### config.mk
export PLATFORM = sky130hd
export DESIGN_NAME = mux_rr_reg
export DESIGN_NICKNAME = d
export VERILOG_FILES = /design/src/rtl/mux_rr_reg_pkg.sv /design/src/rtl/mux_rr_reg_rr_arbiter.sv /design/src/rtl/mux_rr_reg.sv
export SDC_FILE = /design/constraint.sdc
export NUM_CORES = 1
export LEC_CHECK = 0
export ABC_AREA = 1
export BUFFER_PORTS_ARGS = -buffer_cell sky130_fd_sc_hd__buf_2
export CAP_MARGIN = 30
export CORE_UTILIZATION = 40
export DETAILED_ROUTE_END_ITERATION = 10
export PLACE_DENSITY = 0.71
export SKIP_CTS_REPAIR_TIMING = 1
export SYNTH_ARGS = -nofsm -noshare
export SYNTH_HDL_FRONTEND = slang
export SYNTH_SLANG_ARGS = --single-unit
### constraint.sdc
create_clock -name clk -period 3 [get_ports clk]
set_input_delay 0.15 -clock clk [delete_from_list [all_inputs] [get_ports clk]]
set_output_delay 0.15 -clock clk [all_outputs]
set_load 0.01 [all_outputs]
### src/rtl/mux_rr_reg_pkg.sv
// -----------------------------------------------------------------------------
// mux_rr_reg_pkg
// Shared constants for the registered N-channel multiplexer and its arbiter.
//   mode_e      : selection mode encoding (fixed select / round-robin)
//   next_index  : wrap-around successor of a channel index
// -----------------------------------------------------------------------------
package mux_rr_reg_pkg;

  typedef enum logic {
    MODE_FIXED = 1'b0,
    MODE_RR    = 1'b1
  } mode_e;

  // Index that follows idx in a ring of n channels.
  function automatic int next_index(input int idx, input int n);
    return (idx + 1 >= n) ? 0 : idx + 1;
  endfunction

endpackage

### src/rtl/mux_rr_reg_rr_arbiter.sv
// -----------------------------------------------------------------------------
// rr_arbiter
// Purely combinational round-robin arbiter. Searches req upward from ptr with
// wrap-around and grants the first requester.
//   req       : per-channel request
//   ptr       : highest-priority channel index
//   en        : arbitration enable; grant is zero when low
//   grant     : one-hot (or zero) grant
//   grant_idx : binary index of the granted channel (0 when no grant)
// -----------------------------------------------------------------------------
module rr_arbiter #(
  parameter  int CHANNELS = 4,
  localparam int SELW     = (CHANNELS > 1) ? $clog2(CHANNELS) : 1
) (
  input  logic [CHANNELS-1:0] req,
  input  logic [SELW-1:0]     ptr,
  input  logic                en,
  output logic [CHANNELS-1:0] grant,
  output logic [SELW-1:0]     grant_idx
);

  always_comb begin
    logic          found;
    int            c;
    logic [SELW-1:0] c_idx;
    // NOTE: every combinational output gets a default before any branch, so no
    // path leaves it unassigned and no latch is inferred.
    grant     = '0;
    grant_idx = '0;
    found     = 1'b0;
    c         = 0;
    c_idx     = '0;
    for (int i = 0; i < CHANNELS; i++) begin
      c = int'(ptr) + i;
      if (c >= CHANNELS) c = c - CHANNELS;
      c_idx = SELW'(c);
      if (en && !found && req[c_idx]) begin
        grant[c_idx] = 1'b1;
        grant_idx    = c_idx;
        found        = 1'b1;
      end
    end
  end

endmodule

### src/rtl/mux_rr_reg.sv
// -----------------------------------------------------------------------------
// mux_rr_reg
// Registered N-channel multiplexer with valid/ready on every input and on the
// output. Selects one channel either by a fixed index (sel) or round-robin,
// and holds the selected word in a one-entry output register with backpressure.
//   clk, reset           : rising-edge clock, async active-high reset
//   mode                 : 0 = fixed select, 1 = round-robin
//   sel                  : channel index used in fixed mode
//   in_valid / in_ready  : per-channel handshake (in_ready one-hot or zero)
//   in_data              : channel k at bits [k*WIDTH +: WIDTH]
//   out_valid / out_ready: output handshake
//   out_data, out_chan   : registered word and the channel it came from
// -----------------------------------------------------------------------------
module mux_rr_reg
  import mux_rr_reg_pkg::*;
#(
  parameter  int WIDTH    = 16,
  parameter  int CHANNELS = 4,
  localparam int SELW     = (CHANNELS > 1) ? $clog2(CHANNELS) : 1
) (
  input  logic                      clk,
  input  logic                      reset,
  input  logic                      mode,
  input  logic [SELW-1:0]           sel,
  input  logic [CHANNELS-1:0]       in_valid,
  output logic [CHANNELS-1:0]       in_ready,
  input  logic [CHANNELS*WIDTH-1:0] in_data,
  output logic                      out_valid,
  input  logic                      out_ready,
  output logic [WIDTH-1:0]          out_data,
  output logic [SELW-1:0]           out_chan
);

  logic                out_valid_q, out_valid_d;
  logic [WIDTH-1:0]    out_data_q,  out_data_d;
  logic [SELW-1:0]     out_chan_q,  out_chan_d;
  logic [SELW-1:0]     ptr_q,       ptr_d;

  logic                is_rr;
  logic                free;
  logic                xfer;
  logic [CHANNELS-1:0] rr_grant, fixed_grant, grant;
  logic [SELW-1:0]     rr_idx, grant_idx;

  assign is_rr = (mode_e'(mode) == MODE_RR);
  assign free  = !out_valid_q || out_ready;

  rr_arbiter #(.CHANNELS(CHANNELS)) u_arb (
    .req       (in_valid),
    .ptr       (ptr_q),
    .en        (is_rr),
    .grant     (rr_grant),
    .grant_idx (rr_idx)
  );

  // Fixed mode: sel may exceed CHANNELS-1 when CHANNELS is not a power of two.
  always_comb begin
    fixed_grant = '0;
    if (int'(sel) < CHANNELS && in_valid[sel]) fixed_grant[sel] = 1'b1;
  end

  assign grant     = is_rr ? rr_grant : fixed_grant;
  assign grant_idx = is_rr ? rr_idx   : sel;

  // Reset masks the handshake so no producer sees an accept while held in reset.
  assign in_ready = (free && !reset) ? grant : '0;
  assign xfer     = |in_ready;

  always_comb begin
    out_valid_d = out_valid_q;
    out_data_d  = out_data_q;
    out_chan_d  = out_chan_q;
    ptr_d       = ptr_q;
    if (xfer) begin
      // Reload covers the simultaneous drain case: out_valid stays 1.
      out_valid_d = 1'b1;
      out_data_d  = in_data[int'(grant_idx)*WIDTH +: WIDTH];
      out_chan_d  = grant_idx;
      if (is_rr) ptr_d = SELW'(next_index(int'(grant_idx), CHANNELS));
    end else if (out_ready) begin
      out_valid_d = 1'b0;
    end
  end

  always_ff @(posedge clk or posedge reset) begin
    if (reset) begin
      out_valid_q <= 1'b0;
      out_data_q  <= '0;
      out_chan_q  <= '0;
      ptr_q       <= '0;
    end else begin
      // NOTE: state flops use non-blocking assignments so every flop samples the
      // pre-edge value of every other flop, matching the hardware.
      out_valid_q <= out_valid_d;
      out_data_q  <= out_data_d;
      out_chan_q  <= out_chan_d;
      ptr_q       <= ptr_d;
    end
  end

  assign out_valid = out_valid_q;
  assign out_data  = out_data_q;
  assign out_chan  = out_chan_q;

endmodule

### Yosys cells after proc, flatten, opt, wreduce, memory -nomap -nowiden

Index checks and enable logic that the tools add are counted.

* register bits: 21
* latch bits: 0
* RAM bits: 0
* memory bits (read-only): 0
* input port bits: 74
* output and inout port bits: 23
* word-level logic and storage cells: 95
* memories: 0

* add/subtract/negate cells: 8
* multipliers: 0
* divide/modulo/power cells: 0
* magnitude comparators: 15
* equality and inequality tests: 0
* shift operators: 1
* mux-type cells: 42
* bitwise operators: 3
* reductions and logical operators: 22

Operator list (count)
* 64-bit by 7-bit variable part select with 16-bit output: 1
* 4-bit 2-to-1 mux: 7
* 2-bit 2-to-1 mux: 10
* 2-bit by 3-bit < comparator with 1-bit output (second input constant): 5
* 1-bit 2-to-1 mux: 15
* 1-bit logical AND: 13
* 3-bit greater-or-equal comparator (second input constant): 4
* 4-bit bitwise OR: 3
* 1-bit binary-select mux with 2-bit select: 5
* 1-bit demux with 2-bit select: 5
* 2-bit by 1-bit greater-or-equal comparator with 1-bit output (second input constant): 5
* 2-bit by 1-bit subtractor with 2-bit output (second input constant): 4
* 2-bit by 1-bit adder with 3-bit output (second input constant): 2
* 2-bit by 2-bit adder with 3-bit output (second input constant): 2
* 1-bit logical NOT: 5
* 4-bit OR reduction: 1
* 2-bit by 3-bit greater-or-equal comparator with 1-bit output (second input constant): 1
* 2-bit AND reduction: 1
* 2-bit nonzero test: 1
* 1-bit logical OR: 1

### Longest topological paths before layout

Gate-level depths: netlist of run 1.

* depth after elaboration: 22
* gate-level depth with buffers: 16
* gate-level depth less buffers: 16

### Modules after synthesis

From an unflattened synthesis of run 1, not the netlist that was laid out.

* cells, all modules: 329
* area total of the unflattened synthesis: 2077.0 sq um

By module, submodules not included
* mux_rr_reg: instances 1, cells an instance 247, area each 1571.5 sq um, sequential area each 525.5 sq um
* rr_arbiter: instances 1, cells an instance 82, area each 505.5 sq um, sequential area each 0.0 sq um

### Least setup slack after synthesis of run 1

Ideal clock, no wire load.

* path type: register -> register
* start: reg ptr_q[0]
* end: reg ptr_q[1]
* library setup time: 117 ps
* arrival time: 2338 ps
* required time: 2883 ps
* setup slack: 545 ps
* cell stages (with the launch flop): 16
* path buffers: 1
* period minus slack after synthesis: 2455 ps
* cell sequence: dfrtp_1 -> inv_2 -> ha_1 -> inv_1 -> nand3_1 -> nand2_4 -> inv_1 -> nor2_4 -> nand3_1 -> nand3_1 -> nor2_2 -> nor2_8 -> buf_4 -> ha_1 -> nand3_1 -> nand2_1

* word-level cells in the longest chain between the ends: 22
* elaborated cells between the ends (all ways): 75
* classes of those cells: add/sub: 8; order compare: 13; mux: 35; bitwise: 3; reduce/logical: 16

RTL lines
* start, declared: line mux_rr_reg.sv:37 `logic [SELW-1:0] ptr_q, ptr_d;`
* start signal, assigned: line mux_rr_reg.sv:97 `ptr_q <= ptr_d;`
* 2-bit by 3-bit greater-or-equal comparator with 1-bit output or 2-bit by 1-bit subtractor with 2-bit output (tied branches): line mux_rr_reg_rr_arbiter.sv:35 `if (c >= CHANNELS) c = c - CHANNELS;`
* 2-bit 2-to-1 mux: line mux_rr_reg_rr_arbiter.sv:35
* 1-bit binary-select mux with 2-bit select: line mux_rr_reg_rr_arbiter.sv:37 `if (en && !found && req[c_idx]) begin`
* 1-bit 2-to-1 mux (not written as such): line mux_rr_reg_rr_arbiter.sv:37
* 1-bit logical AND: line mux_rr_reg_rr_arbiter.sv:37
* 1-bit 2-to-1 mux: line mux_rr_reg_rr_arbiter.sv:37
* 1-bit logical NOT: line mux_rr_reg_rr_arbiter.sv:37
* 1-bit logical AND (2 in a row): line mux_rr_reg_rr_arbiter.sv:37
* [5 not listed]
* 1-bit logical NOT: line mux_rr_reg_rr_arbiter.sv:37
* 1-bit logical AND (2 in a row): line mux_rr_reg_rr_arbiter.sv:37
* 2-bit 2-to-1 mux (*): line mux_rr_reg_rr_arbiter.sv:37
* 2-bit 2-to-1 mux (*): line mux_rr_reg.sv:63 `assign grant_idx = is_rr ? rr_idx : sel;`
* net grant_idx[1]: line mux_rr_reg.sv:43 `logic [SELW-1:0] rr_idx, grant_idx;`
* 2-bit by 1-bit adder with 3-bit output (*): line mux_rr_reg_pkg.sv:16 `return (idx + 1 >= n) ? 0 : idx + 1;`
* 3-bit greater-or-equal comparator: line mux_rr_reg_pkg.sv:16
* 2-bit 2-to-1 mux (*): line mux_rr_reg_pkg.sv:16

Mark *: on every way through the listed nets, which the timed path passes. The rest lies on a longest branch. The select of a mux whose other input is x is not followed.
A chain may end at the register's enable or synchronous reset.

### Final worst setup path of run 1

* start: reg ptr_q[0]
* end: reg out_data_q[12] (netlist: out_data[12])

* word-level cells in the longest chain between the ends: 21
* elaborated cells between the ends (all ways): 72
* classes of those cells: add/sub: 7; order compare: 12; shift: 1; mux: 34; bitwise: 3; reduce/logical: 15

RTL lines
* branches (longest 21 deep; another with 2-bit by 1-bit adder with 3-bit output)
* end signal, assigned: line mux_rr_reg.sv:95 `out_data_q <= out_data_d;`
* end, declared: line mux_rr_reg.sv:35 `logic [WIDTH-1:0] out_data_q, out_data_d;`

Parallel ways; which one is timed is not known. The select of a mux whose other input is x is not followed.

==> results of run 1 <==
## where the power goes
| part | total [mW] | switching, mW | internal (mW) |
|---|---|---|---|
| Clock | 0.186 | 0.0912 | 0.0946 |
| Sequential | 0.509 | 0.0834 | 0.425 |
| Combinational | 1.47 | 0.944 | 0.524 |
## metrics by stage
step | worst slack (ns) | cells
floorplan | 0.545 | 303
detailed placement | 0.275 | 458
global placement | 0.354 | 458
finish | 0.255 | 463
global route | 0.00168 | 463
CTS | 0.251 | 462
## cell families after synthesis
family / after synthesis
flops: 21
compound gates: 13
simple gates: 225
fa+ha+maj: 9
buf+inv: 35
## final cells by class
| type | instances | area, µm² |
|---|---|---|
| fillers | 497 | 2200 |
| multi-input cells | 247 | 1310 |
| flip-flops and latches | 21 | 526 |
| inverters | 20 | 77.6 |
| clock buffers | 4 | 45.0 |
| well taps | 67 | 83.8 |
| repair buffers | 104 | 543 |
## placed cells by master (no fill, tap or decap)
master,count
nand2_1,103
nand3_2,12
ha_1,9
a21oi_1,4
inv_1,15
nand3_1,90
nor2_4,3
o21ai_1,3
nand3_4,1
dfrtp_1,21
nand2_4,4
inv_2,3
clkbuf_1,1
nor2_8,1
nand2_2,2
o21ai_0,6
nor2_2,1
buf_4,7
inv_4,1
dlygate4sd3_1,1
clkinv_1,1
buf_2,96
nand4_1,4
clkbuf_8,3
nor2_1,4
## state kept, by name, summed over array words and instances (netlist names)
register and flops:
out_valid 1, ptr_q 2, out_chan 2, out_data 16
## layer usage
metal	track usage, %	vias up
li1	-	1195
met1	28.3	1087
met2	36.6	85
met3	4.01	4
met4	4.36	0
met5	0	-
## worst max-delay path by stage
stage / from / to / depth (start not counted)
2_1_floorplan: ptr_q[0]$_DFFE_PP0P_ / ptr_q[1]$_DFFE_PP0P_ / 15
3_3_place_gp: ptr_q[0]$_DFFE_PP0P_ / out_data[11]$_DFFE_PP0P_ / 15
3_5_place_dp: ptr_q[0]$_DFFE_PP0P_ / out_data[12]$_DFFE_PP0P_ / 15
4_1_cts: ptr_q[0]$_DFFE_PP0P_ / out_data[12]$_DFFE_PP0P_ / 15
5_1_grt: ptr_q[0]$_DFFE_PP0P_ / out_data[12]$_DFFE_PP0P_ / 15
6_report: ptr_q[0]$_DFFE_PP0P_ / out_data[12]$_DFFE_PP0P_ / 15
## worst max-delay path, cell delays in order, from the launching register on
cell and delay (ns):
dfrtp_1 0.55, inv_2 0.17, ha_1 0.39, inv_1 0.11, nand3_1 0.13, nand2_4 0.12, inv_1 0.08, nor2_4 0.15
nand3_1 0.09, nand3_1 0.09, nor2_2 0.06, nor2_8 0.25, inv_4 0.18, nand3_1 0.15, nand3_1 0.09, nand2_1 0.07
==> impl_results.md, run 1 <==
- Max VDD drop: 0.396 mV
- P&R area growth vs syn: 28.1%
- EDFF count, synth: 0
- Reg-to-reg startpoint: ptr_q[0]$_DFFE_PP0P_
- RePlAce Congestion: 0.877
- Tmin final: 2.74 ns
- Synthesized Nets: 386
- Post-Synthesis Cells: 303
- Bufs on Longest Clock Path: 2
- Outcome: finished clean
- Commonest cells post-synth: nand2_1 (103), nand3_1 (90), dfrtp_1 (21), inv_1 (15), nand3_2 (12)
- Post-synthesis adder-cell area fraction: 5.58%
- Final Max Slew Viols: 0
- All-Layer GR Usage: 21.5%
- Critical path arrival: 2.94 ns
- Clk slew on worst S/H paths: 0.08 ns
- HP Class: in -> reg
- Vias in the first global route: 2033
- Ys Warns: 0
- Final Core Density: 54.0%
- Period utilisation layout: 91.5%
- Post-synthesis sequential area ratio: 26.0%
- Initial core utilization: 42.2%
- Leakage power: 1.46 nW
- Setup crit end kind: flop
- Mux cell area share after synthesis: 0%
- Area after DPL: 2530 µm²
- WP data required: 3.20 ns
- Pwr Density: 837 nW/µm²
- N_diodes: 0
- Core footprint: 4790 µm²
- Die area: 5330 µm²
- Met1 WL: 2550 µm
- Final hold vios: 0
- Setup Skew: 0.00345 ns
- Post-route design area: 2580 µm²
- Drc violations: 0
- Global-route wire length before repair: 9080 µm
- Hold slack: 0.0847 ns
- Setup crit start kind: flop
- Largest net degree at the start of global routing: 33
- Htree depth: 1
- Total power: 2.16 mW
- CTS sink count: 21
- Num rows: 25
- FF+latch count, synth: 21
- Final setup viols: 0
- Routed wire length: 5860 µm
- Relative slew margins: 69.9%
- Die Ht: 73.0 µm
- Ranking of synthesized cells by area: dfrtp_1 (26%), nand3_1 (22%), nand2_1 (19%)
- Via-to-Cell Ratio: 5.12
- Top sig layer: met4
- Hold path endpoint: out_valid$_DFFE_PP0P_
- Nets: 480
- Initial antenna violation count: 0
- Antenna-violating nets left: 0
- Root Driver: clkbuf_8
- Drt pass-1 iters: 4
- Avg WL per Cell: 12.7 µm
- Measured slew at the worst slew-check pin: 0.447 ns
- Length of routed met2 wiring: 2920 µm
- Post-synth top area share: 26.0%
- Largest family of logic cells by synthesized area: simple AND/OR/NAND/NOR gates
- XOR/XNOR Fraction of Synth Area: 0%
- Initial drt markers: 173
- CTS tree: done
- Top-count cell post-synth: nand2_1
- R2R cell count: 15
- Mapped Avg Cell Area: 6.66 µm²
- Via count: 2371
- Compound-Gate Fraction of Synth Area: 3.22%
- Worst reg2reg setup slack: 0.26 ns
- Reg2reg end: out_data[12]$_DFFE_PP0P_
- # IOs: 97
- Die W: 73.0 µm
- CTS Buf Count: 3
- Critical hold path startpoint: out_ready
- Ys flop type: dfrtp_1
- Post-synthesis cell type count: 24
- CP Class: reg -> reg
- Total gr overflow: 0
- HPWL Detailed: 4440 µm
- Yosys top cell by area: dfrtp_1
- Worst skew pair latency: 0.26 ns
- Hold Crit Depth: 2
- RSZ-0062 raised after global routing: false
- Simple-gate share of the synthesized area: 56.1%
- Max FO, Critical Path: 18
- Fmax: 364 MHz
- Async S/R FF share, synth: 100%
- MaxCap Viol Count: 0
- Port buffer count: 96
- Routed wl met3: 351 µm
- Setup TNS: 0 ns
- Share of layout cells above drive strength 1: 33.8%
- Synth Cell Area: 2020 µm²
No activity file was read; power rests on OpenSTA's default activity.
==> inputs of run 2 (changes only) <==
Settings changed: CTS_CLUSTER_SIZE set to 20.
Clock period 3 ns to 3.05 ns, I/O delays scaled along.
==> run 2 against run 1 <==
Effect of this change:
- routed wire length is 0.82% higher
- clock skew shrank 0.0015 ns
- worst setup slack improved by 0.054 ns
- largest cell class unchanged
- cell area shrank 0.29%
- non-clock buffer count decreased by 1
- critical path depth is the same
- die area unchanged
- utilization shrank 0.16 points
==> impl_results.md, run 2 (synthesized netlist as in run 1, its figures left out) <==
- N_diodes: 0
- Period utilisation layout: 89.9%
- HPWL Detailed: 4420 µm
- Top delay family on crit path: simple AND/OR/NAND/NOR gates
- Post-route design area: 2580 µm²
- Hold slack: 0.0915 ns
- Drt pass-1 iters: 4
- Nets: 479
- Drc violations: 0
- RSZ-0062 raised after global routing: false
- Hold path endpoint: out_valid$_DFFE_PP0P_
- Worst reg2reg setup slack: 0.31 ns
- Critical path depth in cells: 15
- Hold Crit Depth: 2
- Measured slew at the worst slew-check pin: 0.476 ns
- RePlAce Congestion: 0.851
- Share of layout cells above drive strength 1: 33.7%
- Crit path buf inv count: 3
- Fmax: 365 MHz
- Num rows: 25
- Area after DPL: 2520 µm²
- Reg2reg end: ptr_q[1]$_DFFE_PP0P_
- All-Layer GR Usage: 22.5%
- CTS Buf Count: 3
- Commonest non-fill, non-tap cell in the layout: nand2_1
- Setup TNS: 0 ns
- Routed wire length: 5910 µm
- Number of flip-flops in the largest register: 16
- Reg-to-reg startpoint: ptr_q[0]$_DFFE_PP0P_
- Max stage delay on crit path: 0.55 ns
- Setup crit start kind: flop
- Initial drt markers: 180
- Commonest non-fill, non-tap cells in the layout: nand2_1 (103), buf_2 (96), nand3_1 (90)
- Pre-CTS WS: 0.327 ns
- Root Driver: clkbuf_8
- Worst skew pair latency: 0.26 ns
- Total gr overflow: 0
- Outcome: finished clean
- WP data required: 3.21 ns
- Antenna-violating nets left: 0
- Core footprint: 4790 µm²
- Relative slew margins: 67.9%
- Via-to-Cell Ratio: 5.15
- P&R area growth vs syn: 27.7%
- CTS sink count: 21
- Critical hold path startpoint: out_ready
- Max VDD drop: 0.331 mV
- Global-route wire length before repair: 9430 µm
- HP Class: in -> reg
- Htree depth: 1
- Die Ht: 73.0 µm
- CP max-delay cell: dfrtp_1
- R2R cell count: 15
- Vias in the first global route: 2070
- Initial core utilization: 42.2%
- Avg WL per Cell: 12.8 µm
- Setup crit end kind: flop
- Leakage power: 1.45 nW
- Pwr Density: 820 nW/µm²
- Critical path cell sequence: inv_2, ha_1, inv_1, nand3_1, nand2_4, nand3_4, nor2_4, nor2_1, nand2_1, nand3_2, nand2_4, inv_1, ha_1, nand3_1, nand2_1
- Clk slew on worst S/H paths: 0.07 ns
- CP Class: reg -> reg
- Die W: 73.0 µm
- Setup Skew: 0.00196 ns
- Final Max Slew Viols: 0
- Die area: 5330 µm²
- Filler cells: 521
- Tmin final: 2.74 ns
- # IOs: 97
- Critical path arrival: 2.90 ns
- Slack of the critical path: 0.309 ns
- Largest net degree at the start of global routing: 33
- Final hold vios: 0
- Port buffer count: 96
- Max FO, Critical Path: 22
- Via count: 2381
- Initial antenna violation count: 0
- Final setup viols: 0
- CTS tree: done
- Bufs on Longest Clock Path: 2
- MaxCap Viol Count: 0
run 2: cell count changes in the layout (fill, tap and decap cells not counted):
cell,delta
buf_4,-1
run 2: cell type report:
class	instances	area, µm²	share of cell area [%]
clock buffers	4	45.0	1.75
repair buffers	103	536	20.8
flip-flops and latches	21	526	20.4
well taps	67	83.8	3.25
inverters	20	77.6	3.01
multi-input cells	247	1310	50.8
run 2: routing by layer:
layer	vias up	wire length, µm	track usage (%)
met1	1098	2590	30.2
met3	15	267	4.01
met4	0	100	6.75
met2	75	2940	36.6
met5	-	0	0
li1	1193	-	-
run 2: report_power, final:
part	switching (mW)	total (mW)	internal, mW
clock network	0.0874	0.180	0.0930
logic	0.925	1.43	0.507
registers	0.0832	0.502	0.419
total	1.10	2.11	1.02
run 2: worst max path at each step:
stage | start | to
after floorplan | ptr_q[0]$_DFFE_PP0P_ | ptr_q[1]$_DFFE_PP0P_
after global placement | ptr_q[0]$_DFFE_PP0P_ | out_data[11]$_DFFE_PP0P_
after detailed placement | ptr_q[0]$_DFFE_PP0P_ | ptr_q[1]$_DFFE_PP0P_
after CTS | ptr_q[0]$_DFFE_PP0P_ | ptr_q[1]$_DFFE_PP0P_
after global routing | ptr_q[0]$_DFFE_PP0P_ | ptr_q[0]$_DFFE_PP0P_
final | ptr_q[0]$_DFFE_PP0P_ | ptr_q[1]$_DFFE_PP0P_
run 2: per-stage QoR:
| stage | util (%) | power (mW) | cells |
|---|---|---|---|
| global route | 53.9 | 2.32 | 462 |
| CTS | 53.6 | 2.12 | 461 |
| floorplan | - | 1.57 | 303 |
| detailed placement | 52.7 | 1.94 | 457 |
| finish | 53.9 | 2.11 | 462 |
| global placement | 52.7 | 1.92 | 457 |
